### src/rtl/avalon_gpio_bank_if.sv
// Avalon-MM slave bus bundle for the GPIO bank: register select, write strobe,
// write data and combinational read data.
interface avalon_gpio_bank_if;
    logic [2:0]  address;
    logic        chipselect;
    logic        write_n;
    logic [31:0] writedata;
    logic [31:0] readdata;

    modport master (
        output address,
        output chipselect,
        output write_n,
        output writedata,
        input  readdata
    );

    modport slave (
        input  address,
        input  chipselect,
        input  write_n,
        input  writedata,
        output readdata
    );
endinterface

### src/rtl/avalon_gpio_bank.sv
// Parametrised Avalon-MM GPIO bank: direction register, atomic set/clear/toggle,
// synchronised inputs with sticky per-bit edge capture and a maskable level irq.
module avalon_gpio_bank #(
    parameter int unsigned      WIDTH     = 30,
    parameter logic [WIDTH-1:0] OUT_RESET = '0,
    parameter logic [WIDTH-1:0] DIR_RESET = '1
) (
    input  logic               clk,
    input  logic               reset_n,
    avalon_gpio_bank_if.slave  bus,
    input  logic [WIDTH-1:0]   pin_in,
    output logic [WIDTH-1:0]   pin_out,
    output logic [WIDTH-1:0]   pin_oe,
    output logic               irq
);

    typedef enum logic [2:0] {
        REG_DATA     = 3'd0,
        REG_DIR      = 3'd1,
        REG_IRQ_MASK = 3'd2,
        REG_EDGE_CAP = 3'd3,
        REG_OUTSET   = 3'd4,
        REG_OUTCLR   = 3'd5,
        REG_OUTTGL   = 3'd6,
        REG_EDGE_POL = 3'd7
    } reg_addr_e;

    reg_addr_e        addr;
    logic             wr;
    logic [WIDTH-1:0] wdata;
    logic             writedata_unused;

    logic [WIDTH-1:0] out_q,     out_d;
    logic [WIDTH-1:0] dir_q,     dir_d;
    logic [WIDTH-1:0] mask_q,    mask_d;
    logic [WIDTH-1:0] cap_q,     cap_d;
    logic [WIDTH-1:0] pol_q,     pol_d;
    logic [WIDTH-1:0] sync1_q,   sync1_d;
    logic [WIDTH-1:0] in_sync_q, in_sync_d;
    logic [WIDTH-1:0] in_prev_q, in_prev_d;
    logic             irq_q,     irq_d;

    logic [WIDTH-1:0] rise;
    logic [WIDTH-1:0] fall;
    logic [WIDTH-1:0] edge_hit;
    logic [WIDTH-1:0] clr_mask;
    logic [31:0]      rdata;

    always_comb begin
        addr  = reg_addr_e'(bus.address);
        wr    = bus.chipselect & ~bus.write_n;
        wdata = bus.writedata[WIDTH-1:0];
    end

    // Upper write-data bits beyond WIDTH carry no meaning.
    assign writedata_unused = ^bus.writedata;

    always_comb begin
        out_d    = out_q;
        dir_d    = dir_q;
        mask_d   = mask_q;
        pol_d    = pol_q;
        clr_mask = '0;

        if (wr) begin
            case (addr)
                REG_DATA:     out_d    = wdata;
                REG_DIR:      dir_d    = wdata;
                REG_IRQ_MASK: mask_d   = wdata;
                REG_EDGE_CAP: clr_mask = wdata;
                REG_OUTSET:   out_d    = out_q | wdata;
                REG_OUTCLR:   out_d    = out_q & ~wdata;
                REG_OUTTGL:   out_d    = out_q ^ wdata;
                REG_EDGE_POL: pol_d    = wdata;
            endcase
        end

        sync1_d   = pin_in;
        in_sync_d = sync1_q;
        in_prev_d = in_sync_q;

        rise     = in_sync_q & ~in_prev_q;
        fall     = ~in_sync_q & in_prev_q;
        edge_hit = (pol_q & fall) | (~pol_q & rise);

        // Edge is OR'd after the clear so a same-cycle new edge keeps the bit set.
        cap_d = (cap_q & ~clr_mask) | edge_hit;
        irq_d = |(cap_q & mask_q);
    end

    always_ff @(posedge clk or negedge reset_n) begin
        if (!reset_n) begin
            out_q     <= OUT_RESET;
            dir_q     <= DIR_RESET;
            mask_q    <= '0;
            cap_q     <= '0;
            pol_q     <= '0;
            sync1_q   <= '0;
            in_sync_q <= '0;
            in_prev_q <= '0;
            irq_q     <= 1'b0;
        end else begin
            out_q     <= out_d;
            dir_q     <= dir_d;
            mask_q    <= mask_d;
            cap_q     <= cap_d;
            pol_q     <= pol_d;
            sync1_q   <= sync1_d;
            in_sync_q <= in_sync_d;
            in_prev_q <= in_prev_d;
            irq_q     <= irq_d;
        end
    end

    always_comb begin
        rdata = '0;
        case (addr)
            REG_DATA:     rdata[WIDTH-1:0] = (dir_q & out_q) | (~dir_q & in_sync_q);
            REG_DIR:      rdata[WIDTH-1:0] = dir_q;
            REG_IRQ_MASK: rdata[WIDTH-1:0] = mask_q;
            REG_EDGE_CAP: rdata[WIDTH-1:0] = cap_q;
            REG_OUTSET,
            REG_OUTCLR,
            REG_OUTTGL:   rdata = '0;
            REG_EDGE_POL: rdata[WIDTH-1:0] = pol_q;
        endcase
    end

    assign bus.readdata = rdata;
    assign pin_out      = out_q;
    assign pin_oe       = dir_q;
    assign irq          = irq_q;

endmodule

### src/flat_wrapper.sv
// flat-port wrapper written by rule: the top's interface ports become plain ports
module avalon_gpio_bank_flat 
#(
    parameter int unsigned      WIDTH     = 30,
    parameter logic [WIDTH-1:0] OUT_RESET = '0,
    parameter logic [WIDTH-1:0] DIR_RESET = '1
)
  (clk, reset_n, pin_in, pin_out, pin_oe, irq, bus_address, bus_chipselect, bus_write_n, bus_writedata, bus_readdata);
  avalon_gpio_bank_if bus_i ();
  input  logic clk;
  input  logic reset_n;
  input  logic [WIDTH-1:0] pin_in;
  output logic [WIDTH-1:0] pin_out;
  output logic [WIDTH-1:0] pin_oe;
  output logic irq;
  input wire logic [$bits(bus_i.address)-1:0] bus_address;
  input wire logic [$bits(bus_i.chipselect)-1:0] bus_chipselect;
  input wire logic [$bits(bus_i.write_n)-1:0] bus_write_n;
  input wire logic [$bits(bus_i.writedata)-1:0] bus_writedata;
  output wire logic [$bits(bus_i.readdata)-1:0] bus_readdata;
  assign bus_i.address = bus_address;
  assign bus_i.chipselect = bus_chipselect;
  assign bus_i.write_n = bus_write_n;
  assign bus_i.writedata = bus_writedata;
  assign bus_readdata = bus_i.readdata;
  avalon_gpio_bank #(.WIDTH(WIDTH), .OUT_RESET(OUT_RESET), .DIR_RESET(DIR_RESET)) u_core (.clk(clk), .reset_n(reset_n), .bus(bus_i), .pin_in(pin_in), .pin_out(pin_out), .pin_oe(pin_oe), .irq(irq));
endmodule
### config.mk
export PLATFORM = sky130hd
export DESIGN_NAME = avalon_gpio_bank_flat
export DESIGN_NICKNAME = d
export VERILOG_FILES = /design/src/rtl/avalon_gpio_bank_if.sv /design/src/rtl/avalon_gpio_bank.sv /design/src/flat_wrapper.sv
export SDC_FILE = /design/constraint.sdc
export NUM_CORES = 1
export LEC_CHECK = 0
export ABC_CLOCK_PERIOD_IN_PS = 3100
export CORE_AREA = 2 2 152 154
export CTS_CLUSTER_SIZE = 20
export DETAILED_ROUTE_END_ITERATION = 8
export DIE_AREA = 0 0 154 156
export PLACE_DENSITY = 0.91
export SETUP_SLACK_MARGIN = 0.05
export SLEW_MARGIN = 20
export SYNTH_ARGS = -nofsm -noshare
export SYNTH_HDL_FRONTEND = slang
export SYNTH_SLANG_ARGS = --single-unit
### constraint.sdc
create_clock -name clk -period 3.1 [get_ports clk]
set_clock_uncertainty 0.05 [all_clocks]
set_input_delay 0.31 -clock clk [delete_from_list [all_inputs] [get_ports clk]]
set_output_delay 0.31 -clock clk [all_outputs]
set_load 0.01 [all_outputs]
Word level (Yosys, flattened, before mapping)
Cells that the tools add are included.
{"block": "op_classes", "eq_ne": 7, "n_mux": 4, "bitwise_logic": 22, "reduce_logical": 8}
{"operator": "$and 30x30->30", "n": 9}
{"operator": "$not 30->30", "n": 6}
{"operator": "$pmux 30 s6", "n": 1}
{"operator": "$or 30x30->30", "n": 4}
{"operator": "$pmux 30 s4", "n": 1}
{"operator": "$mux 30", "n": 2}
{"operator": "$reduce_or 30->1", "n": 1}
{"operator": "$xor 30x30->30", "n": 1}
{"operator": "$eq 3x3->1 const B", "n": 4}
{"operator": "$reduce_and 2->1", "n": 4}
{"operator": "$eq 3x2->1 const B", "n": 2}
{"operator": "$reduce_bool 4->1", "n": 1}
{"operator": "$eq 3x1->1 const B", "n": 1}
{"operator": "$logic_not 3->1", "n": 1}
{"operator": "$reduce_or 3->1", "n": 1}
{"operator": "$and 1x1->1", "n": 1}
{"operator": "$not 1->1", "n": 1}
{"block": "word_totals", "register_bits": 241, "out_inout_bits": 93, "word_cells": 50}

Longest topological paths before layout
{"block": "logic_depth", "depth_word": 6, "ltp_mapped": 7}

Least setup slack after synthesis
Ideal clock, no wire load.
{"block": "synth_timing", "kind": "input to output", "from": "input port bus_address[1]", "to": "output port bus_readdata[12]", "arrival_ns": 1.312, "required_ns": 2.740, "slack_ns": 1.428, "path_stages": 6, "path_buffers": 3, "path_cell_list": "buf_4 > buf_4 > nor2_1 > clkbuf_1 > a22oi_1 > a21oi_1"}
{"block": "synth_between", "elab_chain_cells": 3}
{"item": "from (decl)", "line": "flat_wrapper.sv:16", "rtl": "input wire logic [$bits(bus_i.address)-1:0] bus_address;"}
{"item": "$eq 3x3->1", "line": "avalon_gpio_bank.sv:117", "rtl": "case (addr)"}
{"item": "$reduce_or 3->1", "line": "avalon_gpio_bank.sv:117"}
{"item": "$pmux 30 s6 (*)", "line": "avalon_gpio_bank.sv:117"}
{"item": "to (decl)", "line": "flat_wrapper.sv:20", "rtl": "output wire logic [$bits(bus_i.readdata)-1:0] bus_readdata;"}
Every way passes the cells marked *; elsewhere a longest branch is shown, timed or not.

Final worst setup path
{"block": "layout_timing", "from": "input port bus_address[0]", "to": "output port bus_readdata[26]"}
The elaborated chain is that of the path after synthesis.

==> summary.md <==
| Metric | Value |
|---|---|
| Status | finished, final reports clean |
| H-Tree Depth | 1 |
| Count of final setup violators | 0 |
| CTS tree | built |
| DR pass1 iterations | 8 |
| Area grow syn2layout | 22.3% |
| Post-CTS Setup Inserts | 0 |
| Worst setup path end | bus_readdata[26] |
| Routed WL | 30900 microns |
| Worst-Skew Late Latency | 0.52 ns |
| Syn avg cell area | 10.8 sq um |
| Final hold vios | 0 |
| Placer Congestion | 0.805 |
| Sw power | 2.63 mW |
| Starting Density | 54.3% |
| CP required | 2.74 ns |
| Antenna viol nets, final | 0 |
| Antenna violations before repair | 0 |
| Clk slew on worst S/H paths | 0.06 ns |
| Period minus WS final | 2.69 ns |
| Clk sink count | 241 |
| Placed cell areas | 0.0140 sq mm |
| Reg2reg end | u_core.irq$_DFF_PN0_ |
| Initial DRC count | 639 |
| Seq cells post-synth | 241 |
| ANT cells | 0 |
| Row cnt | 55 |
| Global-route wire length before repair | 49800 microns |
| Die X | 154 microns |
| IO buf count | 157 |
| Critical Path AT | 2.33 ns |
| Die area | 0.0240 sq mm |
| Reg power frac | 44.4% |
| Fin crit share | 86.7% |
| Footprint of the multi-input gates | 0.00545 sq mm |
| Reg2Reg Depth | 3 |
| Synth Area in Simple Gates | 11.6% |
| Layout filler cell count | 1627 |
| Crit end category | output port |
| Post-Syn Area | 0.0121 sq mm |
| Crit path max fanout | 41 |
| Max Cap Viol | 0 |
| Cell variety after synth | 39 |
| Most common cell after layout, fill and taps aside | dfrtp_1 |
| Residual DRC | 0 |
| All-Layer GR Usage | 25.8% |
| Most frequent cells in the layout | 211 x dfrtp_1, 153 x clkdlybuf4s50_1, 128 x nor2_1, 72 x nand2_1 |
| Vias | 9272 |
| Asr flop ratio synth | 100% |
| Die Ht | 156 microns |
| Int Pwr | 6.65 mW |
| Routed len/inst | 19.6 microns |
| Layout Cell Area excl Fill | 0.0149 sq mm |
| Core area | 0.0224 sq mm |
| Reg2Reg Setup Slack | 1.54 ns |
| Top FF cell, synth | dfrtp_1 |
| Mapped Cells | 1121 |
| Maximum clock rate | 372 MHz |
| Area share of fa/ha/maj cells after synthesis | 6.18% |
| Synth Area in Compound Gates | 13.9% |
| Mux cell area share after synthesis | 12.9% |
| Vias per inst | 5.89 |
| Design Power | 9.28 mW |
| Clock share of power | 33.4% |
| I/O pins | 162 |
| Pwr Density | 625 mW/mm^2 |
| CTS buffer count | 26 |
| Fin Setup TNS | 0 ns |
| Crit path kind | input pin to output port |
| Post-CTS Hold Fix Bufs | 1 |
| Worst flop-to-flop path startpoint | u_core.cap_q[9]$_DFF_PN0_ |
| Slew HR | 26.7% |
| Max Buffers Root-to-Sink | 3 |
| Switching share of power | 28.4% |
| Ys Warns | 0 |
| Register area | 0.00607 sq mm |
| Largest net degree at the start of global routing | 75 |
| Root buffer selected by CTS | clkbuf_16 |
| Sequential fraction of the synthesis area | 50.0% |
| Fraction of layout cells with a size suffix above 1 | 14.3% |
| Post_cts resized | 0 |
| Dpl ws | 0.449 ns |
| Final net count | 1397 |
| Leakage | 6.45 nW |
| Combinational fraction of design power | 22.2% |
| Post-detail-place hpwl | 20100 microns |
| Post-synthesis xor/xnor area fraction | 0% |
| EDFF count, synth | 0 |
| RSZ-0062 raised after global routing | no |
| Vias in the first global route | 9518 |
| Total gr overflow | 0 |
| Kind of start point of the critical path | input pin |
| Maximum vdd drop | 0.421 mV |
| Launch point of the critical path | bus_address[0] |
| Worst-margin pin slew | 1.10 ns |
| Hold/Removal Path Class | input pin to register |
| Largest family of logic cells by synthesized area | compound AO/OA/AOI/OAI gates |
| Final Slew Violations | 0 |
| Post-route setup slack | 0.412 ns |
## per-layer routing
layer  vias to the layer above  share of wire [%]  GRT usage (%)
met3                        70                6.8           3.86
met1                      4647                 42           34.2
met4                         0                2.5           7.92
met5                         -                  0              0
met2                       362                 49           44.2
li1                       4193                  -              -
## how the worst min path moves through the flow
stage                                                end        from  cells after the start  slack [ns]
after floorplan                u_core.cap_q[0]$_DFF_PN0_     reset_n                      0       -0.04
after global placement    u_core.in_prev_d[23]$_DFF_PN0_     reset_n                      1        0.28
after detailed placement  u_core.in_prev_d[23]$_DFF_PN0_     reset_n                      1        0.28
after CTS                 u_core.in_sync_d[17]$_DFF_PN0_  pin_in[17]                      1        0.16
after global routing      u_core.in_sync_d[15]$_DFF_PN0_  pin_in[15]                      1        0.16
final                     u_core.in_sync_d[18]$_DFF_PN0_  pin_in[18]                      1        0.17
## critical path, stage by stage
cell and delay, ns:
buf_4 0.17, buf_4 0.29, buf_4 0.48, mux2i_1 0.27
o21ai_1 0.11, a22o_1 0.20, clkdlybuf4s50_1 0.47
## state kept, by name, summed over array words and instances (netlist names)
signal	cells
u_core.pin_oe	30
u_core.mask_q	30
u_core.in_prev_d	30
u_core.in_sync_d	30
u_core.cap_q	30
u_core.irq	1
u_core.in_prev_q	30
u_core.pol_q	30
u_core.pin_out	30
## cell families (layout without fill, tap and decap cells)
family,after synthesis,in the layout
and+or+nand+nor,298,298
other,1,2
buffers and inverters,134,300
adders and majority gates,60,60
DFF,241,241
AOI/OAI and AO/OA,242,242
muxes,145,145
## per-stage QoR
stage                     hold WS (ns)  cells  util (%)
after floorplan                -0.0356   1122         -
after CTS                        0.163   1573      66.4
after global routing             0.163   1573      66.4
final                            0.171   1573      66.4
after global placement           0.275   1524      62.5
after detailed placement         0.278   1524      62.5
## area by class of cell
class                           count  area share, %
Tap cell                          285           2.40
Clock inverter                      9          0.472
Sequential cell                   241           40.8
Inverter                           70           1.77
Clock buffer                       39           5.39
Multi-Input combinational cell    747           36.7
Timing Repair Buffer              182           12.4
## Yosys cell counts (15+ instances only)
| library cell | number | area, sq um |
|---|---|---|
| ha_1 | 60 | 751 |
| nor2_1 | 129 | 484 |
| o21ai_0 | 64 | 320 |
| inv_1 | 70 | 263 |
| mux2i_1 | 55 | 551 |
| dfrtp_1 | 211 | 5280 |
| buf_2 | 19 | 95.1 |
| clkbuf_1 | 18 | 67.6 |
| o21ai_1 | 21 | 105 |
| a22o_1 | 45 | 394 |
| mux2_2 | 70 | 788 |
| dfstp_2 | 30 | 788 |
| nand2_1 | 72 | 270 |
| a221o_1 | 30 | 300 |
| nand2b_1 | 56 | 350 |
| a22oi_1 | 20 | 150 |
| o2bb2ai_1 | 15 | 131 |
| a21oi_1 | 32 | 160 |
| mux2_1 | 20 | 225 |
| buf_4 | 15 | 113 |
## power groups by stage
stage	sequential, mW	combinational (mW)	clock [mW]
3_5_place_dp	4.17	2.05	0
2_1_floorplan	4.12	1.06	0
3_3_place_gp	4.13	1.95	0
5_1_grt	4.20	2.25	3.28
4_1_cts	4.12	2.07	3.14
6_report	4.12	2.06	3.10
Power figures use the tool's default switching activity.
